==> src/rtl/jtag_host_seq_if.sv <==
// jtag_host_seq_if: request/response handshake between a debug front end and the JTAG host sequencer.
interface jtag_host_seq_if #(
  parameter int unsigned MaxLen = 64,
  parameter int unsigned LenW   = $clog2(MaxLen + 1)
);
  logic              req_valid;
  logic              req_ready;
  logic [1:0]        req_op;
  logic [LenW-1:0]   req_len;
  logic [MaxLen-1:0] req_data;
  logic              rsp_valid;
  logic              rsp_ready;
  logic [MaxLen-1:0] rsp_data;
  logic              busy;
  modport master (
    output req_valid, req_op, req_len, req_data, rsp_ready,
    input  req_ready, rsp_valid, rsp_data, busy
  );
  modport slave (
    input  req_valid, req_op, req_len, req_data, rsp_ready,
    output req_ready, rsp_valid, rsp_data, busy
  );
endinterface

==> src/rtl/jtag_host_seq.sv <==
// jtag_host_seq: turns DR/IR/TLR scan requests into TCK/TMS/TDI pin activity and returns captured TDO.
module jtag_host_seq #(
  parameter int unsigned TckDiv = 2,
  parameter int unsigned MaxLen = 64,
  parameter int unsigned LenW   = $clog2(MaxLen + 1)
) (
  input  logic clk_i,
  input  logic rst_ni,
  jtag_host_seq_if.slave bus,
  output logic jtag_tck_o,
  output logic jtag_tms_o,
  output logic jtag_tdi_o,
  output logic jtag_trst_no,
  input  logic jtag_tdo_i
);
  localparam int unsigned CntW = LenW < 3 ? 3 : LenW;
  localparam int unsigned DivW = TckDiv > 1 ? $clog2(TckDiv) : 1;
  typedef enum logic [3:0] {IDLE, TLR, SEL_DR, SEL_IR, CAPTURE, SHIFT, EXIT1, UPDATE, RTI, RESP} state_e;
  state_e state_q, state_d;
  logic [CntW-1:0] cnt_q, cnt_d, last_q, last_d;
  logic [DivW-1:0] div_q, div_d;
  logic [MaxLen-1:0] data_q, data_d, mask_q, mask_d, rsp_q, rsp_d;
  logic [LenW-1:0] len_c;
  logic tck_q, tck_d, start_q, start_d, tms_q, tms_d, tdi_q, tdi_d, trst_q, trst_d;
  logic ready_q, ready_d, valid_q, valid_d, busy_q, busy_d, tick, enter;
  always_comb begin
    len_c = bus.req_len == '0 ? LenW'(1) : bus.req_len > LenW'(MaxLen) ? LenW'(MaxLen) : bus.req_len;
    tick = div_q == DivW'(TckDiv - 1);
    state_d = state_q;
    cnt_d = cnt_q;
    last_d = last_q;
    div_d = div_q;
    data_d = data_q;
    mask_d = mask_q;
    rsp_d = rsp_q;
    tck_d = tck_q;
    start_d = start_q;
    tms_d = tms_q;
    tdi_d = tdi_q;
    trst_d = trst_q | (state_q == IDLE);
    enter = 1'b0;
    if (state_q == IDLE) begin
      if (bus.req_valid && ready_q) begin
        state_d = bus.req_op == 2'd0 ? SEL_DR : bus.req_op == 2'd1 ? SEL_IR : TLR;
        cnt_d = '0;
        last_d = CntW'(len_c) - CntW'(1);
        data_d = bus.req_data;
        mask_d = MaxLen'(1);
        rsp_d = '0;
        start_d = 1'b1;
        div_d = '0;
      end
    end else if (state_q == RESP) begin
      if (bus.rsp_ready) state_d = IDLE;
    end else if (start_q) begin
      start_d = 1'b0;
      div_d = '0;
      enter = 1'b1;
    end else if (!tick) begin
      div_d = div_q + DivW'(1);
    end else begin
      div_d = '0;
      if (!tck_q) begin
        tck_d = 1'b1;
        if (state_q == SHIFT && jtag_tdo_i) rsp_d = rsp_q | mask_q;
      end else begin
        // falling TCK: advance one TAP step and present its TMS/TDI for the coming period
        tck_d = 1'b0;
        enter = 1'b1;
        cnt_d = cnt_q + CntW'(1);
        case (state_q)
          TLR:     if (cnt_q == CntW'(4)) begin state_d = RTI; cnt_d = '0; end
          RTI:     state_d = RESP;
          SEL_IR:  state_d = SEL_DR;
          SEL_DR:  begin state_d = CAPTURE; cnt_d = '0; end
          CAPTURE: if (cnt_q == CntW'(1)) begin state_d = SHIFT; cnt_d = '0; end
          SHIFT:   if (cnt_q == last_q) state_d = EXIT1;
                   else begin data_d = data_q >> 1; mask_d = mask_q << 1; end
          EXIT1:   state_d = UPDATE;
          UPDATE:  state_d = RESP;
          default: state_d = IDLE;
        endcase
      end
    end
    if (enter) begin
      tms_d = state_d == SHIFT ? cnt_d == last_q : state_d inside {TLR, SEL_DR, SEL_IR, EXIT1};
      tdi_d = (state_d == SHIFT) && data_d[0];
      trst_d = state_d != TLR;
    end
    ready_d = state_d == IDLE;
    valid_d = state_d == RESP;
    busy_d = state_d != IDLE;
  end
  always_ff @(posedge clk_i or negedge rst_ni) begin
    if (!rst_ni) begin
      state_q <= IDLE;
      cnt_q <= '0;
      last_q <= '0;
      div_q <= '0;
      data_q <= '0;
      mask_q <= '0;
      rsp_q <= '0;
      tck_q <= 1'b0;
      start_q <= 1'b0;
      tms_q <= 1'b0;
      tdi_q <= 1'b0;
      trst_q <= 1'b0;
      ready_q <= 1'b0;
      valid_q <= 1'b0;
      busy_q <= 1'b0;
    end else begin
      state_q <= state_d;
      cnt_q <= cnt_d;
      last_q <= last_d;
      div_q <= div_d;
      data_q <= data_d;
      mask_q <= mask_d;
      rsp_q <= rsp_d;
      tck_q <= tck_d;
      start_q <= start_d;
      tms_q <= tms_d;
      tdi_q <= tdi_d;
      trst_q <= trst_d;
      ready_q <= ready_d;
      valid_q <= valid_d;
      busy_q <= busy_d;
    end
  end
  assign bus.req_ready = ready_q;
  assign bus.rsp_valid = valid_q;
  assign bus.rsp_data = rsp_q;
  assign bus.busy = busy_q;
  assign jtag_tck_o = tck_q;
  assign jtag_tms_o = tms_q;
  assign jtag_tdi_o = tdi_q;
  assign jtag_trst_no = trst_q;
endmodule

==> src/flat_wrapper.sv <==
// flat-port wrapper written by rule: the top's interface ports become plain ports
module jtag_host_seq_flat 
#(
  parameter int unsigned TckDiv = 2,
  parameter int unsigned MaxLen = 64,
  parameter int unsigned LenW   = $clog2(MaxLen + 1)
)
  (clk_i, rst_ni, jtag_tck_o, jtag_tms_o, jtag_tdi_o, jtag_trst_no, jtag_tdo_i, bus_req_valid, bus_req_op, bus_req_len, bus_req_data, bus_rsp_ready, bus_req_ready, bus_rsp_valid, bus_rsp_data, bus_busy);
  jtag_host_seq_if #(.MaxLen(MaxLen), .LenW(LenW)) bus_i ();
  input  logic clk_i;
  input  logic rst_ni;
  output logic jtag_tck_o;
  output logic jtag_tms_o;
  output logic jtag_tdi_o;
  output logic jtag_trst_no;
  input  logic jtag_tdo_i;
  input wire logic [$bits(bus_i.req_valid)-1:0] bus_req_valid;
  input wire logic [$bits(bus_i.req_op)-1:0] bus_req_op;
  input wire logic [$bits(bus_i.req_len)-1:0] bus_req_len;
  input wire logic [$bits(bus_i.req_data)-1:0] bus_req_data;
  input wire logic [$bits(bus_i.rsp_ready)-1:0] bus_rsp_ready;
  output wire logic [$bits(bus_i.req_ready)-1:0] bus_req_ready;
  output wire logic [$bits(bus_i.rsp_valid)-1:0] bus_rsp_valid;
  output wire logic [$bits(bus_i.rsp_data)-1:0] bus_rsp_data;
  output wire logic [$bits(bus_i.busy)-1:0] bus_busy;
  assign bus_i.req_valid = bus_req_valid;
  assign bus_i.req_op = bus_req_op;
  assign bus_i.req_len = bus_req_len;
  assign bus_i.req_data = bus_req_data;
  assign bus_i.rsp_ready = bus_rsp_ready;
  assign bus_req_ready = bus_i.req_ready;
  assign bus_rsp_valid = bus_i.rsp_valid;
  assign bus_rsp_data = bus_i.rsp_data;
  assign bus_busy = bus_i.busy;
  jtag_host_seq #(.TckDiv(TckDiv), .MaxLen(MaxLen), .LenW(LenW)) u_core (.clk_i(clk_i), .rst_ni(rst_ni), .bus(bus_i), .jtag_tck_o(jtag_tck_o), .jtag_tms_o(jtag_tms_o), .jtag_tdi_o(jtag_tdi_o), .jtag_trst_no(jtag_trst_no), .jtag_tdo_i(jtag_tdo_i));
endmodule
==> config.mk <==
export PLATFORM = sky130hd
export DESIGN_NAME = jtag_host_seq_flat
export DESIGN_NICKNAME = d
export VERILOG_FILES = /design/src/rtl/jtag_host_seq_if.sv /design/src/rtl/jtag_host_seq.sv /design/src/flat_wrapper.sv
export SDC_FILE = /design/constraint.sdc
export NUM_CORES = 1
export LEC_CHECK = 0
export ABC_CLOCK_PERIOD_IN_PS = 3100
export CORE_MARGIN = 3
export CORE_UTILIZATION = 30
export DETAILED_ROUTE_END_ITERATION = 16
export PLACE_DENSITY_LB_ADDON = 0.05
export SETUP_SLACK_MARGIN = 0.2
export SLEW_MARGIN = 5
export SYNTH_ARGS = -nofsm -noshare
export SYNTH_HDL_FRONTEND = slang
export SYNTH_SLANG_ARGS = --single-unit
==> constraint.sdc <==
create_clock -name clk_i -period 3.1 [get_ports clk_i]
set_input_delay 0.62 -clock clk_i [delete_from_list [all_inputs] [get_ports clk_i]]
set_output_delay 0.62 -clock clk_i [all_outputs]
set_load 0.05 [all_outputs]
==> flow_metrics.py <==
metrics = {
    "status": {
        "status": "completed",
    },
    "sta": {
        "maxClockFrequency_mhz": 401.9,
        "setup_repair_after_global_routing_missed_its_margin": "no",
        "hold_violations": 0,
        "maxSlewHeadroom_pct": 46.63,
        "clock-skew-final_ns": 0.02116,
        "final_max_slew_viol_count": 0,
        "timing_worst_slew_pin_value_ns": 0.7940,
        "final_total_negative_setup_slack_ns": 0,
        "period_minus_slack_ns": 2.488,
        "min_period_over_period_pct": 80.27,
        "setup_viol": 0,
    },
    "floorplanning": {
        "chipHeight_um": 183.4,
        "core_area_um2": 30830,
        "initial_utilization_pct": 30.62,
        "rows": 64,
        "chipWidth_um": 183.4,
        "pin_count": 149,
        "dieArea_um2": 33640,
    },
    "setup_path": {
        "worst_path_most_repeated_cell": "sky130_fd_sc_hd__a221oi_2",
        "crit_chain": "nor4_4, and3_1, o21bai_1, a221oi_2, o21a_1, inv_2, a221oi_2, o21ai_1",
        "cp_top_family": "compound AO/OA/AOI/OAI gates",
        "timing.setup.critical_path_class": "reg2reg",
        "crit_path_start_kind": "register",
        "slowest_stage": "sky130_fd_sc_hd__dfrtp_1",
        "crit_path_max_incr_delay_ns": 0.53,
        "timing.critical_path.buf_inv": 1,
        "cp_data_arrival_time_ns": 2.89,
        "timing.critical_path.to_type": "register",
        "timing.critical_path.fanout_max": 10,
        "required_ns": 3.50,
    },
    "synthesis": {
        "synth.cells.most_frequent": "sky130_fd_sc_hd__nand2_1 (277), sky130_fd_sc_hd__dfrtp_1 (219), sky130_fd_sc_hd__nor2_1 (81)",
        "synth_nets": 1073,
        "synth_cell_type_count": 67,
        "yosys_warnings": 0,
        "netlist_area_um2": 9442,
        "flip_flop_and_latch_count_after_synthesis": 219,
        "synth_async_sr_flop_share_pct": 100.0,
        "postSynth.topFlopCell": "sky130_fd_sc_hd__dfrtp_1",
        "synth_top_area_share_pct": 58.04,
        "postSynthCellCount": 991,
        "most_area_hungry_cell_type_in_the_yosys_netlist": "sky130_fd_sc_hd__dfrtp_1",
        "synth_edf_count": 0,
        "synth.top_cells.by_area": "sky130_fd_sc_hd__dfrtp_1 (58%), sky130_fd_sc_hd__nand2_1 (11%), sky130_fd_sc_hd__a22oi_1 (4.9%), sky130_fd_sc_hd__o21ai_1 (4.0%), sky130_fd_sc_hd__a21oi_1 (3.8%)",
        "avg_synthesized_cell_area_um2": 9.527,
        "post-synth-top-count-cell": "sky130_fd_sc_hd__nand2_1",
        "synth-seq-area-share_pct": 58.04,
    },
    "cts": {
        "clock_path_buffers": 3,
        "cts-root-buf": "sky130_fd_sc_hd__clkbuf_16",
        "sinks_on_clock_net": 219,
        "h_tree_depth": 1,
        "cts_hold_buffers": 0,
        "post-cts-setup-buffer-count": 0,
        "number_of_buffers_inserted_during_clock_tree_synthesis": 26,
        "cts_tree": "built",
        "cts.clk_slew.worst_paths_ns": 0.06,
        "worstSkewPairLatency_ns": 0.54,
        "post_cts_resized": 0,
    },
    "route": {
        "drt_first_iter_violations": 544,
        "postRouteWirelength_mm": 24.97,
        "vias_per_cell": 4.768,
        "dr.pass1.iters": 6,
        "drt_drc_violations_left": 0,
        "wl_per_cell_um": 16.26,
        "drtAntennaViolNets": 0,
        "routed-via-count": 7323,
    },
    "finish": {
        "layout-drive-gt1-share_pct": 7.544,
        "layout.area.seq_um2": 5480,
        "area_of_the_multi_input_gates_um2": 3655,
        "insertedDiodeCount": 0,
        "filler_cell_count": 3005,
        "syn2layout_area_growth_pct": 30.48,
        "design.final.nets": 1203,
    },
    "global_routing": {
        "groute.usage.overall_pct": 14.65,
        "grt_pass1_vias": 7241,
        "global_route_wire_length_before_repair_mm": 40.43,
        "globalRouteOverflowTotal": 0,
        "grt_antenna_before_repair": 1,
        "grt_util_met2_pct": 23.02,
        "gr-usage-met1_pct": 20.49,
        "grt.met3_usage_pct": 3.610,
        "grt_most_used_layer": "met2",
        "largest_net_degree_at_the_start_of_global_routing": 100,
    },
    "power_and_ir_drop": {
        "cellPowerDensity_nw_per_um2": 1067,
        "leakage_nw": 5.545,
        "ir_worst_vdd_v": 0.0004876,
        "finalPower_w": 0.01314,
    },
    "worst_hold_path": {
        "hp-class": "in2async",
    },
    "placement": {
        "placement.io_buffers": 148,
        "place_hpwl_mm": 15.38,
        "gp_congestion": 0.7762,
    },
    "flow_run": {
        "maxCapViolations": 0,
    },
}
-- cells by family (layout without fill, tap and decap cells) --
family,Yosys count,count (layout),synth area share (%)
AND/OR/NAND/NOR,417,417,19.06
multiplexers,7,7,0.8216
adder cells (fa/ha/maj),4,4,0.5301
buffers and inverters,76,225,3.472
XOR/XNOR,16,16,1.484
AO/OA/AOI/OAI,252,252,16.59
flip-flops,219,219,58.04
-- registers in the layout, indices dropped and copies added, names as in the netlist --
name	count
u_core.last_q	7
u_core.jtag_trst_no	1
u_core.start_q	1
u_core.bus.req_ready	1
u_core.cnt_q	7
u_core.jtag_tck_o	1
u_core.jtag_tms_o	1
u_core.jtag_tdi_o	1
u_core.mask_q	64
u_core.bus.rsp_valid	1
u_core.data_q	64
u_core.state_q	4
u_core.bus.rsp_data	64
u_core.bus.busy	1
u_core.div_q	1
-- through the flow --
stage / setup slack (ns) / hold slack, ns / cell area (um2) / instances / utilization (%)
after CTS: 0.6295 / 0.06191 / 12320 / 1536 / 39.96
after floorplan: 0.7962 / 0.3244 / 9442 / 991 / -
after detailed placement: 0.5271 / 0.4631 / 11390 / 1489 / 36.95
after global placement: 0.5445 / 0.4581 / 11390 / 1489 / 36.95
after global routing: 0.4828 / 0.07394 / 12320 / 1536 / 39.96
final: 0.6116 / 0.03512 / 12320 / 1536 / 39.96
-- final cells by class --
class | instances | area share, %
multi-input cells | 696 | 29.67
clock inverters | 7 | 1.005
clock buffers | 40 | 6.520
inverters | 10 | 0.3047
flip-flops and latches | 219 | 44.49
well taps | 396 | 4.022
repair buffers | 168 | 14.00
-- worst paths after layout --
| path | start | end | slack (ns) | cells after the start |
|---|---|---|---|---|
| max in group asynchronous | rst_ni | u_core.bus.rsp_data[58] | 2.28 | 2 |
| max | u_core.cnt_q[3] | u_core.jtag_tms_o | 0.61 | 8 |
| max reg2reg | u_core.cnt_q[3] | u_core.jtag_tms_o | 0.61 | 8 |
| min in group clk_i | u_core.data_q[14] | u_core.data_q[14] | 0.47 | 2 |
| min | rst_ni | u_core.cnt_q[3] | 0.04 | 1 |
| min reg2reg | u_core.data_q[14] | u_core.data_q[14] | 0.47 | 2 |
-- layout by cell type, fill, tap and decap left out, types with 6 or more instances in the layout --
master,count
sky130_fd_sc_hd__nor2b_1,9
sky130_fd_sc_hd__clkbuf_16,26
sky130_fd_sc_hd__nand2_1,277
sky130_fd_sc_hd__xnor2_1,6
sky130_fd_sc_hd__clkbuf_8,10
sky130_fd_sc_hd__inv_1,9
sky130_fd_sc_hd__nand3_1,7
sky130_fd_sc_hd__a21oi_1,71
sky130_fd_sc_hd__o21ai_1,75
sky130_fd_sc_hd__buf_4,13
sky130_fd_sc_hd__xor2_1,10
sky130_fd_sc_hd__a31oi_1,7
sky130_fd_sc_hd__clkdlybuf4s50_1,147
sky130_fd_sc_hd__nand2b_1,6
sky130_fd_sc_hd__dfrtp_1,219
sky130_fd_sc_hd__nor2_1,81
sky130_fd_sc_hd__a22oi_1,62
sky130_fd_sc_hd__buf_12,7
-- report_power, final --
part           internal [W]  switching, W  total (W)
sequential          0.00403      0.000889    0.00492
combinational       0.00177       0.00320    0.00497
clock               0.00203       0.00122    0.00324
-- worst register-to-register path, stage by stage, from the launching register on --
cell and delay [ns]:
sky130_fd_sc_hd__dfrtp_1 0.53, sky130_fd_sc_hd__nor4_4 0.52, sky130_fd_sc_hd__and3_1 0.25, sky130_fd_sc_hd__o21bai_1 0.10, sky130_fd_sc_hd__a221oi_2 0.32, sky130_fd_sc_hd__o21a_1 0.20, sky130_fd_sc_hd__inv_2 0.08, sky130_fd_sc_hd__a221oi_2 0.26
sky130_fd_sc_hd__o21ai_1 0.09
-- metal layers --
metal | vias up | wire (um)
li1 | 3658 | -
met1 | 3505 | 11810
met2 | 120 | 11310
met3 | 38 | 1281
met4 | 2 | 553
met5 | - | 13
Note: power is estimated with default switching activity, not from simulation.
